===== src/rtl/ifu_pkg.sv =====
// Shared types and constants for the instruction-fetch front end.
package ifu_pkg;

    localparam int unsigned XLEN = 32;
    localparam logic [XLEN-1:0] RESET_PC_DEF = 32'h0000_3000;
    localparam logic [XLEN-1:0] INST_NOP = 32'h0000_0000;

    // Counters must hold the value DEPTH itself, not just DEPTH-1.
    function automatic int unsigned cnt_width(input int unsigned depth);
        return $clog2(depth + 1);
    endfunction

    typedef struct packed {
        logic [XLEN-1:0] inst;
        logic [XLEN-1:0] pc;
    } ifu_entry_t;

endpackage


===== src/rtl/ifu_fifo.sv =====
// Synchronous FIFO of fetched instruction/PC pairs; clear empties it in one cycle.
module ifu_fifo
    import ifu_pkg::*;
#(
    parameter int unsigned DEPTH = 4
) (
    input  logic                          clk,
    input  logic                          reset,
    input  logic                          enq,
    input  logic                          deq,
    input  logic                          clear,
    input  ifu_entry_t                    wr_data,
    output ifu_entry_t                    rd_data,
    output logic [cnt_width(DEPTH)-1:0]   count,
    output logic                          full,
    output logic                          empty
);

    localparam int unsigned AW = $clog2(DEPTH);
    localparam int unsigned CW = cnt_width(DEPTH);

    ifu_entry_t    mem [DEPTH];
    logic [AW-1:0] wr_ptr;
    logic [AW-1:0] rd_ptr;

    // Pointers wrap naturally because DEPTH is a power of two.
    always_ff @(posedge clk) begin
        if (!reset || clear) begin
            wr_ptr <= '0;
            rd_ptr <= '0;
            count  <= '0;
        end else begin
            if (enq) wr_ptr <= wr_ptr + AW'(1);
            if (deq) rd_ptr <= rd_ptr + AW'(1);
            count <= count + CW'(enq) - CW'(deq);
        end
    end

    always_ff @(posedge clk) begin
        if (enq && !clear) mem[wr_ptr] <= wr_data;
    end

    assign rd_data = mem[rd_ptr];
    assign full    = (count == CW'(DEPTH));
    assign empty   = (count == '0);

endmodule


===== src/rtl/ifu_prefetch.sv =====
// Fetch front end: issues word fetches, buffers responses, flushes on redirect.
// Optional performance counters are built when IFU_PERF_EN is defined.
module ifu_prefetch
    import ifu_pkg::*;
#(
    parameter int unsigned     DEPTH    = 4,
    parameter logic [XLEN-1:0] RESET_PC = RESET_PC_DEF
) (
    input  logic            clk,
    input  logic            reset,
    output logic            imem_req_valid,
    input  logic            imem_req_ready,
    output logic [XLEN-1:0] imem_req_addr,
    input  logic            imem_rsp_valid,
    input  logic [XLEN-1:0] imem_rsp_data,
    output logic            inst_valid,
    input  logic            inst_ready,
    output logic [XLEN-1:0] inst,
    output logic [XLEN-1:0] inst_pc,
    input  logic            redirect_valid,
    input  logic [XLEN-1:0] redirect_pc,
    output logic [XLEN-1:0] perf_fetched,
    output logic [XLEN-1:0] perf_flushed
);

    localparam int unsigned CW = cnt_width(DEPTH);
    localparam int unsigned IW = CW + 1;

    logic [XLEN-1:0] fetch_pc;
    logic [XLEN-1:0] pc_q;
    logic [CW-1:0]   outstanding;
    logic [CW-1:0]   discard;
    logic [CW-1:0]   fifo_count;
    logic [IW-1:0]   inflight;
    logic            fifo_full;
    logic            fifo_empty;
    logic            fire;
    logic            drop;
    logic            enq;
    logic            deq;
    logic [XLEN-1:0] target;
    logic [1:0]      unused_pc_lsb;
    ifu_entry_t      head;
    ifu_entry_t      wr_entry;

    assign target        = {redirect_pc[XLEN-1:2], 2'b00};
    assign unused_pc_lsb = redirect_pc[1:0];

    // Buffered plus in-flight words never exceed DEPTH, so the FIFO cannot overflow.
    assign inflight       = {1'b0, fifo_count} + {1'b0, outstanding};
    assign imem_req_valid = reset & ~redirect_valid & (inflight < IW'(DEPTH));
    assign imem_req_addr  = imem_req_valid ? fetch_pc : '0;
    assign fire           = imem_req_valid & imem_req_ready;

    assign drop     = imem_rsp_valid & (redirect_valid | (discard != '0));
    assign enq      = imem_rsp_valid & ~drop;
    assign deq      = ~fifo_empty & inst_ready & ~redirect_valid;
    assign wr_entry = '{inst: imem_rsp_data, pc: pc_q};

    ifu_fifo #(.DEPTH(DEPTH)) u_fifo (
        .clk     (clk),
        .reset   (reset),
        .enq     (enq),
        .deq     (deq),
        .clear   (redirect_valid),
        .wr_data (wr_entry),
        .rd_data (head),
        .count   (fifo_count),
        .full    (fifo_full),
        .empty   (fifo_empty)
    );

    assign inst_valid = ~fifo_empty;
    assign inst       = fifo_empty ? INST_NOP : head.inst;
    assign inst_pc    = fifo_empty ? '0 : head.pc;

    // On redirect every request still in flight is stale, including a same-cycle response.
    always_ff @(posedge clk) begin
        if (!reset) begin
            fetch_pc    <= RESET_PC;
            pc_q        <= RESET_PC;
            outstanding <= '0;
            discard     <= '0;
        end else begin
            outstanding <= outstanding + CW'(fire) - CW'(imem_rsp_valid);
            if (redirect_valid) begin
                fetch_pc <= target;
                pc_q     <= target;
                discard  <= outstanding - CW'(imem_rsp_valid);
            end else begin
                if (fire) fetch_pc <= fetch_pc + 32'd4;
                if (enq)  pc_q     <= pc_q + 32'd4;
                if (drop) discard  <= discard - CW'(1);
            end
        end
    end

    always_ff @(posedge clk) begin
        if (reset && enq) assert (!fifo_full);
    end

`ifdef IFU_PERF_EN
    logic [XLEN-1:0] fetched_q;
    logic [XLEN-1:0] flushed_q;

    always_ff @(posedge clk) begin
        if (!reset) begin
            fetched_q <= '0;
            flushed_q <= '0;
        end else begin
            fetched_q <= fetched_q + XLEN'(deq);
            flushed_q <= flushed_q + XLEN'(drop)
                       + (redirect_valid ? XLEN'(fifo_count) : '0);
        end
    end

    assign perf_fetched = fetched_q;
    assign perf_flushed = flushed_q;
`else
    assign perf_fetched = '0;
    assign perf_flushed = '0;
`endif

endmodule


===== config.mk =====
export PLATFORM = sky130hd
export DESIGN_NAME = ifu_prefetch
export DESIGN_NICKNAME = d
export VERILOG_FILES = /design/src/rtl/ifu_pkg.sv /design/src/rtl/ifu_fifo.sv /design/src/rtl/ifu_prefetch.sv
export SDC_FILE = /design/constraint.sdc
export NUM_CORES = 1
export LEC_CHECK = 0
export BUFFER_PORTS_ARGS = -buffer_cell sky130_fd_sc_hd__buf_2
export CAP_MARGIN = 5
export CORE_UTILIZATION = 25
export CTS_CLUSTER_SIZE = 25
export DETAILED_ROUTE_END_ITERATION = 8
export GPL_TIMING_DRIVEN = 0
export PLACE_DENSITY = 0.48
export RECOVER_POWER = 50
export SLEW_MARGIN = 20
export SYNTH_ARGS = -nofsm -noshare
export SYNTH_HDL_FRONTEND = slang
export SYNTH_SLANG_ARGS = --single-unit

===== constraint.sdc =====
create_clock -name clk -period 7.7 [get_ports clk]
set_clock_uncertainty 0.15 [all_clocks]
set_input_delay 0.385 -clock clk [delete_from_list [all_inputs] [get_ports clk]]
set_output_delay 0.385 -clock clk [all_outputs]
set_load 0.05 [all_outputs]

# Word-level counts from Yosys, hierarchy flattened

Memories as Yosys holds them, arrays and structs flattened. A register that Yosys moved wholly into a read port is not among the register bits.
Index checks and enable logic that the tools add are counted.

Register bits: 77
Latch bits: 0
RAM bits: 256
Memory bits (read-only): 0
Bits of input ports: 70
Logic and storage cells: 57
Memories: 1

Memory list:

| memory     | words | width | read ports | clocked after Yosys merged registers in | wr ports | line           | text |
|---|---|---|---|---|---|---|---|
| u_fifo.mem | 4     | 64    | 1          | 1                                       | 1        | ifu_fifo.sv:22 | `ifu_entry_t mem [DEPTH];` |

$add $sub $neg: 11
Multiply operators: 0
Divide/modulo/power cells: 0
Order comparisons: 1
Equality and inequality tests: 0
Shift operators: 0
Muxes and demuxes: 13
Bitwise logic cells: 12
Reduce and logical (&&, ||, !) cells: 10

Operators with widths:

| kind                  | count |
|---|---|
| $mux 32               | 7 |
| $add 32x3->32 const B | 2 |
| $sub 3x1->3           | 3 |
| $and 1x1->1           | 7 |
| $add 3x1->3           | 2 |
| $mux 3                | 2 |
| $reduce_bool 2->1     | 3 |
| $add 2x1->2 const B   | 2 |
| $add 3x3->4           | 1 |
| $lt 4x3->1 const B    | 1 |
| $mux 2                | 2 |
| $not 1->1             | 4 |
| $logic_not 3->1       | 1 |
| $reduce_bool 3->1     | 1 |
| $sub 3x1->3 const B   | 1 |
| $logic_not 1->1       | 2 |
| $mux 1                | 2 |
| $reduce_or 2->1       | 1 |
| $logic_and 1x1->1     | 1 |
| $logic_or 1x1->1      | 1 |
| $or 1x1->1            | 1 |

# Longest topological paths before layout

Gate-level depths: netlist of the first run.

Word-level depth: 8
Depth in mapped cells: 12
Depth with buffers taken out: 10

# Modules after synthesis

A second synthesis of the first run with hierarchy kept.

Cell total of the unflattened synthesis: 1,036
Area, all modules: 14,823.0 µm²

Modules (own cells, without submodules):

| module       | times used | cells an instance | area each (µm²) |
|---|---|---|---|
| ifu_fifo     | 1          | 381               | 9,768.1 |
| ifu_prefetch | 1          | 655               | 5,054.8 |

# Worst setup path after synthesis of the first run

OpenSTA, ideal clock, no wires.

Path type: register to output
Start point: reg outstanding[2]
End point: out imem_req_addr[6]
Data arrival time: 2,497 ps
Slack: 4,668 ps
Cell stages (with the launch flop): 4
Buffers on the path: 0
Cells stage by stage: dfxtp_1 ha_1 a311o_1 nor4_1

Longest elaborated chain between the ends: 4

RTL lines:

| element                | line               | text |
|---|---|---|
| start, declared        | ifu_prefetch.sv:31 | `logic [CW-1:0] outstanding;` |
| start signal, assigned | ifu_prefetch.sv:85 | `outstanding <= outstanding + CW'(fire) - CW'(imem_rsp_valid);` |
| $add 3x3->4            | ifu_prefetch.sv:50 | `assign inflight = {1'b0, fifo_count} + {1'b0, outstanding};` |
| $lt 4x3->1             | ifu_prefetch.sv:51 | `assign imem_req_valid = reset & ~redirect_valid & (inflight < IW'(DEPTH));` |
| $and 1x1->1            | ifu_prefetch.sv:51 |  |
| $mux 32                | ifu_prefetch.sv:52 | `assign imem_req_addr = imem_req_valid ? fetch_pc : '0;` |
| end, declared          | ifu_prefetch.sv:13 | `output logic [XLEN-1:0] imem_req_addr,` |

Every way passes these cells.

# Worst setup path in the final report of the first run

Start point: reg discard[0]
End point: mem u_fifo.mem[3][36] in the netlist's numbering (enable)

Longest elaborated chain between the ends: 8

RTL lines:

| element                      | line               | text |
|---|---|---|
| start, declared              | ifu_prefetch.sv:32 | `logic [CW-1:0] discard;` |
| start signal, assigned       | ifu_prefetch.sv:89 | `discard <= outstanding - CW'(imem_rsp_valid);` |
| start signal, assigned       | ifu_prefetch.sv:93 | `if (drop) discard <= discard - CW'(1);` |
| $reduce_bool 3->1            | ifu_prefetch.sv:55 | `assign drop = imem_rsp_valid & (redirect_valid \| (discard != '0));` |
| $or 1x1->1                   | ifu_prefetch.sv:55 |  |
| $and 1x1->1                  | ifu_prefetch.sv:55 |  |
| $not 1->1                    | ifu_prefetch.sv:56 | `assign enq = imem_rsp_valid & ~drop;` |
| $and 1x1->1                  | ifu_prefetch.sv:56 |  |
| $logic_and 1x1->1            | ifu_fifo.sv:40     | `if (enq && !clear) mem[wr_ptr] <= wr_data;` |
| $mux 1                       | ifu_fifo.sv:40     |  |
| $mux 1 (implied by the code) | ifu_fifo.sv:40     |  |
| end, declared                | ifu_fifo.sv:22     |  |

Every way passes these cells.

==> out/metrics.csv, run 1 <==
metric,value,unit
outcome,"complete, but fails checks",
violations,"capacitance limit, slew limit",
final_util,32.0,%
power_leakage,6.27,nW
detail_route.drc_violations,0,
min-delay-path-class,in -> reg,
met2_wirelength,16.9,mm
gr-total-overflow,0,
layout.cells.most_common,sky130_fd_sc_hd__edfxtp_1,
post_cts_resize_count,0,
synth.lib_cells_used.distinct,52,
post_dp_cell_area,16100,um2
firstDrtPassIters,5,
cap_viol_max_count,3,
chipWidth,239,um
port_buffers,160,
timing.critical_path.required,7.76,ns
cp_top_family,simple AND/OR/NAND/NOR gates,
finalHoldViolCount,0,
cp.arrival,3.64,ns
critical_path.n_buffers_inverters,3,
number_of_nets_still_failing_antenna_checks_after_routing,0,
place_congestion,0.821,
layout-drive-gt1-share,24.7,%
clock_tree_root_buffer_cell,sky130_fd_sc_hd__clkbuf_16,
wire_length_of_the_first_global_routing_pass,54.6,mm
vias,8833,
grt_antenna_before_repair,1,
detailedPlace.worstSlack,4.45,ns
yosys_register_bits,323,
finish.instance_area,17600,um2
ys_dominant_reg_cell,sky130_fd_sc_hd__edfxtp_1,
worstSetupStartpointType,flip-flop,
ir_worst_vdd,0.000115,V
grt_setup_unrepaired,no,
tritoncts,built,
fin_nets,1378,
post-route-min-period,3.58,ns
synthArstFlopShare,0,%
ios,232,
initial_standard_cell_utilization_of_the_core,25.4,%
dp.final_hpwl,24.9,mm
timing.critical_path.to_type,flip-flop,
gr-usage-all-layers,12.8,%
cts-htree-levels,2,
multi_input_area,4550,um2
route.detailed.vias_per_inst,4.28,
core_area,55200,um2
rows,86,
grt_pass1_vias,8975,
drt-wirelength-per-cell,17.6,um
layout_worst_path_cycle_share,46.5,%
timing.critical_path.cells,inv_1 -> ha_1 -> nand4bb_1 -> inv_1 -> and2_0 -> buf_16,
holdWs,0.0369,ns
cts.repair_timing.setup_buffer_count,0,
setup_tns,0,ns
mostFrequentLayoutCells,"sky130_fd_sc_hd__edfxtp_1, sky130_fd_sc_hd__buf_2, sky130_fd_sc_hd__clkbuf_1, sky130_fd_sc_hd__dfxtp_1, sky130_fd_sc_hd__buf_4",
grt_start_max_net_pins,44,
synth-warning-count,0,
timing.fmax,279,MHz
crit_path_frequent_cell,sky130_fd_sc_hd__inv_1,
measured_slew_at_the_worst_slew_check_pin,2.01,ns
setup_viol,0,
cts_num_sinks,323,
timing.final.ws_setup,4.12,ns
worstSetupPathType,reg -> reg,
drt_first_iter_violations,620,
postSynthAreaPerCell,14.4,um2
critical_path.max_stage_delay,1.52,ns
die_outline_area,57000,um2
p_per_area,235,nW/um2
slowest_stage,sky130_fd_sc_hd__and2_0,
final_count_of_pins_violating_max_slew,65,
synthCells,976,
layout-area-overhead-vs-synth,25.8,%
cts.hold.buffers_added,41,
clkTransAtPathRegs,0.06,ns
met3WireLength,2.14,mm
tritoncts.num_buffers,39,
post_synthesis_sequential_area_ratio,63.8,%
routedLengthMet1,16.6,mm
die_y,239,um
number_of_synthesized_flops_with_an_enable_pin,248,
highest-signal-layer,met4,
worstSkewPairLatency,0.55,ns
synth_area,14000,um2
clock_tree.buffer_depth,3,
wirelength,36.4,mm
filler_cell_count,5591,
worst-path-max-fanout,40,
timing.max_slew.rel_slack,-34.0,%
seqCellArea,8950,um2
-- stage by stage --
| stage | cells | total power [mW] |
|---|---|---|
| 2_1_floorplan | 1043 | 2.36 |
| 3_3_place_gp | 1951 | 2.50 |
| 3_5_place_dp | 1956 | 2.50 |
| 4_1_cts | 2063 | 4.22 |
| 5_1_grt | 2063 | 4.33 |
| 6_report | 2064 | 4.15 |
-- cell families after synthesis --
logic type | share of synthesized area [%]
flops | 63.8
simple gates | 10.9
buf+inv | 5.50
compound gates | 4.85
mux | 10.3
xor+xnor | 2.94
fa+ha+maj | 1.71
other cells | 0.0268
-- cells in the mapped netlist (all sizes together), types with 6 or more instances --
cell type,count,share of area [%]
a21oi,49,1.7
a31oi,11,0.49
and2,40,1.8
and3,12,0.54
buf,78,4.0
clkbuf,37,0.99
dfxtp,75,11
edfxtp,248,53
ha,16,1.4
inv,19,0.51
mux4,62,10
nand2,38,1.0
nand3,22,0.79
nand4,27,1.2
nor2,28,0.75
nor2b,62,2.8
nor3,9,0.36
nor4,9,0.40
o21ai,38,1.4
or3,6,0.27
xnor2,21,1.3
xor2,26,1.6
-- flip-flops by register name (all words and copies together), names as in the netlist, named ones only --
name / flops
u_fifo.count: 3
discard: 3
outstanding: 3
u_fifo.rd_ptr: 2
fetch_pc: 30
u_fifo.wr_ptr: 2
u_fifo.mem: 248
pc_q: 30
-- area by class of cell --
cell class / instances / share of cell area (%)
timing repair buffer: 206 / 7.31
inverter: 19 / 0.404
antenna: 1 / 0.0142
buffer: 115 / 3.96
multi-input combinational: 586 / 25.8
clock inverter: 16 / 0.674
tap: 748 / 5.31
sequential: 323 / 50.7
clock buffer: 50 / 5.82
-- power breakdown --
part	internal, mW	switching (mW)	total [mW]
registers	1.94	0.0545	1.99
clock network	0.972	0.697	1.67
logic	0.159	0.326	0.485
-- worst min-delay path, cell delays in order --
cell                      delay [ns]
sky130_fd_sc_hd__buf_2          0.13
sky130_fd_sc_hd__o21ai_0        0.09
sky130_fd_sc_hd__a21oi_1        0.10
-- path summary, 6_finish.rpt --
| kind | startpoint | to | slack (ns) | depth (start not counted) |
|---|---|---|---|---|
| setup reg to reg | discard[0] | u_fifo.mem[3][36] | 4.12 | 6 |
| hold / removal | redirect_pc[18] | pc_q[18] | 0.04 | 3 |
| hold reg to reg | u_fifo.wr_ptr[1] | u_fifo.wr_ptr[1] | 0.34 | 2 |
| setup / recovery | discard[0] | u_fifo.mem[3][36] | 4.12 | 6 |
-- per-layer routing --
metal	GRT usage (%)	vias to the layer above
met5	0	-
met4	3.59	0
met3	3.06	48
met2	20.4	272
met1	17.4	4346
li1	-	4167
Power figures use the tool's default switching activity.
==> run 2, diff against run 1 <==
--- a/config.mk
+++ b/config.mk
@@ -5,6 +5,7 @@
 export SDC_FILE = /design/constraint.sdc
 export NUM_CORES = 1
 export LEC_CHECK = 0
+export ABC_AREA = 1
 export BUFFER_PORTS_ARGS = -buffer_cell sky130_fd_sc_hd__buf_2
 export CAP_MARGIN = 5
 export CORE_UTILIZATION = 25
==> constraint.sdc (replaced) <==
create_clock -name clk -period 3.6 [get_ports clk]
set_clock_uncertainty 0.15 [all_clocks]
set_input_delay 0.18 -clock clk [delete_from_list [all_inputs] [get_ports clk]]
set_output_delay 0.18 -clock clk [all_outputs]
set_load 0.05 [all_outputs]
==> out/metrics.csv, run 2 <==
metric,value,unit
outcome,"complete, no violations",
tritoncts.num_buffers,36,
chipWidth,248,um
total_power,9.13,mW
regToRegStartpoint,outstanding[2],
synthCells,1654,
dp.final_hpwl,33.9,mm
place_congestion,0.925,
yosysMostFrequentCell,sky130_fd_sc_hd__nor2_1,
wire_length_of_the_first_global_routing_pass,70.6,mm
reg_top3,"u_fifo.mem (248), fetch_pc (30), pc_q (30)",
cts_num_sinks,323,
layout_worst_path_cycle_share,90.8,%
cap_viol_max_count,0,
finalHoldViolCount,0,
p_per_area,475,nW/um2
cp_top_family,buffers and inverters,
crit_path_frequent_cell,sky130_fd_sc_hd__clkbuf_1,
port_buffers,159,
slowest_stage,sky130_fd_sc_hd__clkbuf_1,
synth_area_leaders,"sky130_fd_sc_hd__edfxtp_1, sky130_fd_sc_hd__dfxtp_1, sky130_fd_sc_hd__nor2_1",
firstDrtPassIters,7,
grt_start_max_net_pins,22,
postSynthAreaPerCell,9.17,um2
power_leakage,7.38,nW
cts-htree-levels,2,
drt_first_iter_violations,831,
drt-wirelength-per-cell,17.0,um
timing.fmax,306,MHz
die_outline_area,61700,um2
detail_route.drc_violations,0,
clkTransAtPathRegs,0.06,ns
number_of_synthesized_flops_with_an_enable_pin,248,
cp.arrival,2.94,ns
synth_area,15200,um2
num_antenna_cells,0,
rows,89,
layout.cells.most_common,sky130_fd_sc_hd__nor2_1,
measured_slew_at_the_worst_slew_check_pin,1.03,ns
setup_viol,0,
synthDominantCellAreaShare,49.1,%
worstSetupPathType,reg -> out,
post-route-min-period,3.27,ns
number_of_nets_still_failing_antenna_checks_after_routing,0,
critical_path.n_buffers_inverters,4,
fin_nets,2090,
synthTopCellsByCount,"sky130_fd_sc_hd__nor2_1, sky130_fd_sc_hd__edfxtp_1, sky130_fd_sc_hd__nand2_1, sky130_fd_sc_hd__o21ai_0, sky130_fd_sc_hd__a21oi_1",
ios,232,
initial_standard_cell_utilization_of_the_core,25.5,%
worstSetupStartpointType,flip-flop,
post_cts_resize_count,0,
min-delay-path-class,in -> reg,
post_synthesis_sequential_area_ratio,59.0,%
core_area,59500,um2
layout-drive-gt1-share,14.0,%
grt_antenna_before_repair,0,
synthArstFlopShare,0,%
timing.critical_path.cells,clkbuf_1 -> inv_2 -> clkbuf_1 -> nor2_1 -> o21ai_0 -> a21oi_1 -> buf_2,
worstSkewPairLatency,0.56,ns
dpl.cell_count,2666,
clock_tree_root_buffer_cell,sky130_fd_sc_hd__clkbuf_16,
biggest_register,u_fifo.mem,
ys_dominant_reg_cell,sky130_fd_sc_hd__edfxtp_1,
hold_path_startpoint,redirect_pc[6],
filler_free_cell_count_of_the_finished_design,2801,
timing.critical_path.required,3.27,ns
die_y,248,um
yosys.area.top_type,sky130_fd_sc_hd__edfxtp_1,
grt_setup_unrepaired,no,
final_count_of_pins_violating_max_slew,0,
tritoncts,built,
gr-total-overflow,0,
ir_worst_vdd,0.000246,V
critical_path.max_stage_delay,0.58,ns
largest_reg_flops,248,
timing.critical_path.to_type,output pin,
cts.repair_timing.setup_buffer_count,0,
synth-warning-count,0,
yosys_register_bits,323,
mostFrequentLayoutCells,"sky130_fd_sc_hd__nor2_1, sky130_fd_sc_hd__edfxtp_1, sky130_fd_sc_hd__nand2_1, sky130_fd_sc_hd__o21ai_0, sky130_fd_sc_hd__buf_2",
grt_pass1_vias,11800,
cts.hold.buffers_added,71,
wirelength,47.8,mm
gr-usage-all-layers,15.2,%
layout-area-overhead-vs-synth,26.8,%
worst-path-max-fanout,10,
vias,12400,
clock_tree.buffer_depth,3,
timing.max_slew.rel_slack,31.0,%
synth.lib_cells_used.distinct,38,
route.detailed.vias_per_inst,4.43,
[run 2: cell count changes after synthesis, moves of 42 or more]
cell / delta
sky130_fd_sc_hd__a21oi_1: +68
sky130_fd_sc_hd__inv_1: +96
sky130_fd_sc_hd__mux4_2: -62
sky130_fd_sc_hd__nand2_1: +184
sky130_fd_sc_hd__nand3_1: +42
sky130_fd_sc_hd__nor2_1: +363
sky130_fd_sc_hd__nor2b_1: -62
sky130_fd_sc_hd__o21ai_0: +130
[run 2: logic make-up after synthesis]
family / after synthesis / synth area share, %
AOI/OAI and AO/OA: 324 / 10.9
xor gates and xnor gates: 18 / 1.04
adders and majority gates: 18 / 1.58
buffers and inverters: 263 / 8.65
DFF: 323 / 59.0
other: 1 / 0.0247
and+or+nand+nor: 707 / 18.8
[run 2: metrics by stage]
| stage | utilization (%) | area, um2 | setup slack, ns | setup TNS (ns) | hold slack (ns) |
|---|---|---|---|---|---|
| final | 32.4 | 19200 | 0.332 | 0 | 0.274 |
| after CTS | 32.6 | 19400 | 0.185 | 0 | 0.207 |
| after global placement | 28.9 | 17200 | -3.35 | -801.60 | 0.246 |
| after global routing | 32.4 | 19200 | 0.124 | 0 | 0.291 |
| after detailed placement | 29.5 | 17500 | 0.596 | 0 | 0.253 |
| after floorplan | - | 15400 | -0.567 | -140.68 | 0.129 |
[run 2: power breakdown]
group / switching [mW] / leakage [nW] / total [mW] / internal (mW)
registers: 0.116 / 2.87 / 4.27 / 4.15
clock network: 1.53 / 0.551 / 3.69 / 2.16
logic: 0.832 / 3.95 / 1.17 / 0.343
total: 2.48 / 7.38 / 9.13 / 6.65
[run 2: final timing paths]
check	endpoint	slack, ns	depth (start not counted)
min	fetch_pc[6]	0.27	4
min reg2reg	u_fifo.rd_ptr[1]	0.33	2
max	inst_pc[19]	0.33	7
max reg2reg	fetch_pc[25]	0.34	10
[run 2: worst reg2reg max path, stage by stage, from the launching register on]
cell and delay, ns:
sky130_fd_sc_hd__dfxtp_1 0.39, sky130_fd_sc_hd__ha_1 0.25, sky130_fd_sc_hd__nor2_1 0.09, sky130_fd_sc_hd__nand2_1 0.06, sky130_fd_sc_hd__nor2_1 0.31, sky130_fd_sc_hd__nand2_1 0.44
sky130_fd_sc_hd__nand2_1 0.43, sky130_fd_sc_hd__inv_2 0.21, sky130_fd_sc_hd__a21oi_1 0.18, sky130_fd_sc_hd__a21oi_1 0.08, sky130_fd_sc_hd__dlygate4sd3_1 0.55
[run 2: per-layer routing]
layer	GRT usage (%)	routed length [um]	vias up
li1	-	-	6106
met1	20.4	21700	5896
met2	25.0	22200	347
met3	2.52	2780	63
met4	4.66	1120	0
met5	0	0	-
[run 2: layout make-up]
| cell class | count | area (um2) |
|---|---|---|
| well taps | 773 | 967 |
| inverters | 122 | 462 |
| clock buffers | 50 | 953 |
| plain buffers | 141 | 816 |
| repair buffers | 243 | 1750 |
| clock inverters | 14 | 200 |
| fillers | 6304 | 40200 |
| multi-input cells | 1135 | 5150 |
| flip-flops and latches | 323 | 8950 |
